**src/rtl/imem_loader.sv**
```systemverilog
// imem_loader: boot-time writer for the instruction memory.
// Takes a byte stream (16-bit big-endian word count, then big-endian 32-bit
// words) and writes each word into imem at BASE+index. Holds the core in
// reset (busy_o) until the image is complete.
//   clk, rst (async, active-low)
//   byte_i/byte_v_i/byte_ready_o : incoming byte stream handshake
//   start_i                      : re-arm pulse, honoured only in DONE
//   mem_a_o/mem_w_o/mem_d_o      : imem write port
//   busy_o/done_o                : load status
module imem_loader #(
  parameter int unsigned     ADDR = 16,
  parameter int unsigned     WORD = 32,
  parameter logic [ADDR-1:0] BASE = '0
) (
  input  logic            clk,
  input  logic            rst,
  input  logic [7:0]      byte_i,
  input  logic            byte_v_i,
  output logic            byte_ready_o,
  input  logic            start_i,
  output logic [ADDR-1:0] mem_a_o,
  output logic            mem_w_o,
  output logic [WORD-1:0] mem_d_o,
  output logic            busy_o,
  output logic            done_o
);

  typedef enum logic [2:0] {
    LEN_HI,
    LEN_LO,
    DATA,
    WRITE,
    DONE
  } state_t;

  state_t          state, state_nxt;
  logic [15:0]     count;
  logic [ADDR-1:0] index;
  logic [1:0]      byte_sel;
  logic [WORD-1:0] shift;
  logic [ADDR-1:0] mem_a;
  logic            accept;

  assign accept = byte_v_i && byte_ready_o;

  always_ff @(posedge clk or negedge rst) begin
    if (!rst) state <= LEN_HI;
    else      state <= state_nxt;
  end

  always_comb begin
    state_nxt    = state;
    byte_ready_o = 1'b0;
    mem_w_o      = 1'b0;
    busy_o       = 1'b1;
    done_o       = 1'b0;
    case (state)
      LEN_HI: begin
        byte_ready_o = 1'b1;
        if (accept) state_nxt = LEN_LO;
      end
      LEN_LO: begin
        byte_ready_o = 1'b1;
        if (accept) state_nxt = (count[15:8] == 8'd0 && byte_i == 8'd0) ? DONE : DATA;
      end
      DATA: begin
        byte_ready_o = 1'b1;
        if (accept && byte_sel == 2'd3) state_nxt = WRITE;
      end
      WRITE: begin
        mem_w_o   = 1'b1;
        // count is decremented on leaving WRITE; count==1 means none left
        state_nxt = (count == 16'd1) ? DONE : DATA;
      end
      DONE: begin
        busy_o = 1'b0;
        done_o = 1'b1;
        if (start_i) state_nxt = LEN_HI;
      end
      default: state_nxt = LEN_HI;
    endcase
  end

  always_ff @(posedge clk or negedge rst) begin
    if (!rst) begin
      count    <= '0;
      index    <= '0;
      byte_sel <= '0;
      shift    <= '0;
      mem_a    <= BASE;
    end else begin
      case (state)
        LEN_HI: if (accept) count[15:8] <= byte_i;
        LEN_LO: begin
          if (accept) begin
            count[7:0] <= byte_i;
            index      <= '0;
            byte_sel   <= '0;
          end
        end
        DATA: begin
          if (accept) begin
            shift    <= {shift[WORD-9:0], byte_i};
            byte_sel <= byte_sel + 2'd1;
            // address registered ahead so it is valid for the whole WRITE cycle
            if (byte_sel == 2'd3) mem_a <= BASE + index;
          end
        end
        WRITE: begin
          index    <= index + 1'b1;
          count    <= count - 16'd1;
          byte_sel <= '0;
        end
        DONE: if (start_i) index <= '0;
        default: ;
      endcase
    end
  end

  assign mem_a_o = mem_a;
  assign mem_d_o = shift;

endmodule
```
**config.mk**
```make
export PLATFORM = sky130hd
export DESIGN_NAME = imem_loader
export DESIGN_NICKNAME = d
export VERILOG_FILES = /design/src/rtl/imem_loader.sv
export SDC_FILE = /design/constraint.sdc
export NUM_CORES = 1
export LEC_CHECK = 0
export CORE_AREA = 5 5 104 125
export DETAILED_ROUTE_END_ITERATION = 10
export DIE_AREA = 0 0 109 130
export DONT_BUFFER_PORTS = 1
export PLACE_DENSITY = 0.56
export SYNTH_ARGS = -nofsm -noshare
export SYNTH_HDL_FRONTEND = slang
export SYNTH_SLANG_ARGS = --single-unit
```
**constraint.sdc**
```tcl
create_clock -name clk -period 2.1 [get_ports clk]
set_input_delay 0.42 -clock clk [delete_from_list [all_inputs] [get_ports clk]]
set_output_delay 0.42 -clock clk [all_outputs]
set_load 0.01 [all_outputs]
```
==> flow_metrics.env <==
export IMPL_status="complete, but fails checks"
export IMPL_violations="negative hold slack"
export IMPL_first_pass_iters=4
export IMPL_synth_common_cells="85 x dfrtp_1, 48 x mux2_2, 22 x a21oi_1"
export IMPL_die_w_um=109
export IMPL_fmax_mhz=494
export IMPL_rsz0062_at_grt="no"
export IMPL_cts_made_buffers=9
export IMPL_p_clk_share_pct=27.5
export IMPL_port_buffers=0
export IMPL_vias=2822
export IMPL_met2_usage_pct=20.1
export IMPL_synth_yosys_warnings=0
export IMPL_worst_setup_path_start_kind="register"
export IMPL_period_share_pct=96.3
export IMPL_std_cell_rows=43
export IMPL_coreArea_sq_mm=0.0116
export IMPL_seq_area_sq_mm=0.00213
export IMPL_p_leak_nw=1.88
export IMPL_syn_num_nets=360
export IMPL_wl_per_cell_um=17.4
export IMPL_instances_no_fill=512
export IMPL_clkSlewWorstSetupHoldPaths_ps=60
export IMPL_die_h_um=130
export IMPL_min_path_type="in2async"
export IMPL_synth_top_area_cell="dfrtp_1"
export IMPL_clockRootBuffer="clkbuf_16"
export IMPL_cts_tree="built"
export IMPL_drtIter0Drc=121
export IMPL_min_period_ps=2020
export IMPL_critPathMaxFanout=6
export IMPL_ys_top_cells_by_area="dfrtp_1 54%, mux2_2 14%, a21oi_1 2.8%, o21ai_0 2.3%, nor2_1 1.9%"
export IMPL_power_density_mw_per_mm2=1470
export IMPL_synth_ff_latch_count=85
export IMPL_dp_cells=496
export IMPL_dp_hpwl_um=6190
export IMPL_worstMarginPinSlew_ps=535
export IMPL_grt_max_degree=86
export IMPL_syn_to_final_growth_pct=14.7
export IMPL_r2r_end="count[12]"
export IMPL_internal_power_mw=4.34
export IMPL_worst_setup_path_end_kind="register"
export IMPL_overflow=0
export IMPL_synth_edf_count=0
export IMPL_crit_type="reg2reg"
export IMPL_cp_required_ps=2340
export IMPL_p_sw_share_pct=35.1
export IMPL_synth_most_common_cell="dfrtp_1"
export IMPL_drt_total_wl_um=8930
export IMPL_worstPathArrival_ps=2270
export IMPL_cap_violations=0
export IMPL_use_met3_pct=5.79
export IMPL_diodes=0
export IMPL_grt_usage_pct=13.2
export IMPL_hold_viol=85
export IMPL_multi_input_area_sq_mm=0.00175
export IMPL_cts_buffer_depth=2
export IMPL_gp_congestion=0.863
export IMPL_drv_slew=0
export IMPL_place_ws_ps=93.8
export IMPL_p_sw_mw=2.35
export IMPL_rr_startpoint="count[1]"
export IMPL_synth_async_sr_flop_share_pct=100
export IMPL_slew_headroom_pct=64.1
export IMPL_syn_inst=344
export IMPL_fill_cells=1119
export IMPL_p_total_mw=6.70
export IMPL_p_comb_share_pct=26.6
export IMPL_reg2reg_depth=6
export IMPL_fin_ws_ps=77.6
export IMPL_busiest_layer="met2"
export IMPL_vdd_drop_max_mv=0.766
export IMPL_p_seq_share_pct=46.0
export IMPL_use_met1_pct=16.4
export IMPL_dieArea_sq_mm=0.0142
export IMPL_io_pins=64
export IMPL_drive_above_1_share_pct=24.5
export IMPL_grt_pass1_vias=2836
export IMPL_grt_pass1_wl_um=14700
export IMPL_setup_viol=0
export IMPL_fin_hold_ws_ps=-225
export IMPL_fin_nets=366
export IMPL_ant_nets=0
export IMPL_synth_top_flop_cell="dfrtp_1"
export IMPL_ys_seq_area_share_pct=53.6
export IMPL_antenna_found_initial=0
export IMPL_yosysTopAreaCellShare_pct=53.6
export IMPL_tns_ps=0
export IMPL_syn_avg_cell_area_sq_um=11.5
export IMPL_netlist_area_sq_mm=0.00397
export IMPL_drc=0
export IMPL_vias_per_cell=5.51
export IMPL_clk_latency_ps=340
export IMPL_post_cts_buffers=0
export IMPL_rrSetupSlack_ps=80
export IMPL_synth_distinct_cells=49
export IMPL_cts_htree_levels=3
export IMPL_finClkSkew_ps=6.21
export IMPL_cts_sinks=85
export IMPL_initial_core_util_pct=34.3
==> power groups by stage <==
stage / clock network, mW / registers [mW] / logic [mW]
floorplan: 0 / 2.88 / 1.46
global placement: 0 / 3.10 / 1.73
detailed placement: 0 / 3.11 / 1.78
CTS: 1.88 / 3.09 / 1.78
global route: 1.97 / 3.17 / 2.00
finish: 1.84 / 3.08 / 1.78
==> routing by layer <==
layer / wire, um / part of all wire [%]
met2: 4350 / 49
met5: 0 / 0
met3: 639 / 7.2
met4: 221 / 2.5
met1: 3720 / 42
==> layout make-up <==
class                           count  share of cell area (%)
Clock buffer                        9                    4.95
Timing Repair Buffer               12                    2.25
Inverter                            7                   0.577
Sequential cell                    85                    46.8
Clock inverter                      7                    2.69
Multi-Input combinational cell    235                    38.4
Tap cell                          157                    4.31
==> repair_timing <==
item,CTS,global route
hold endpoints to repair,85,85
endpoints found under the setup margin,0,2
resized for setup,0,3
==> state kept, by name, indices dropped and copies added, names as in the netlist <==
name      count
mem_d_o      32
mem_a_o      16
count        16
byte_sel      2
index        16
state         3
==> worst max-delay path by stage <==
stage,start,endpoint,slack [ps],depth (start not counted)
after floorplan,count[0],count[12],290,7
after global placement,count[1],count[12],180,6
after detailed placement,count[1],count[12],90,6
after CTS,state[0],mem_w_o,60,4
after global routing,count[1],count[12],10,6
final,count[1],count[12],80,6
==> critical path: stages (launching register included) <==
cell	delay [ps]
dfrtp_1	400
inv_1	100
ha_1	210
or4b_1	620
nor4_4	230
a311oi_1	150
nor3_1	210
==> metrics by stage <==
stage	instance area [sq um]	utilization [%]
global route	4550	39.4
floorplan	3970	-
detailed placement	4190	36.3
global placement	4190	36.3
CTS	4540	39.3
finish	4550	39.4
==> layout by cell type (no fill, tap or decap), types with 3 or more instances in the layout <==
cell	count
a211oi_1	4
a21oi_1	22
a311oi_1	4
a31oi_1	3
and3_1	4
and4_1	4
buf_4	11
bufinv_16	3
clkbuf_16	9
dfrtp_1	83
ha_1	4
inv_1	7
mux2_2	48
mux2i_1	3
nand2_1	11
nand3_1	6
nand4_1	4
nor2_1	20
nor3_1	12
nor4_1	5
o21ai_0	18
o21bai_1	3
o22ai_1	5
o31ai_1	7
or3_1	6
or4_1	9
==> cells by family (layout without fill, tap and decap cells) <==
logic type / Yosys count / count (layout) / share of synthesized area, %
adders and majority gates: 4 / 4 / 1.26
muxes: 52 / 52 / 14.7
DFF: 85 / 85 / 53.6
and+or+nand+nor: 99 / 99 / 14.8
buffers and inverters: 24 / 35 / 2.96
AOI/OAI and AO/OA: 80 / 80 / 12.7
(Power assumes the default switching activity.)
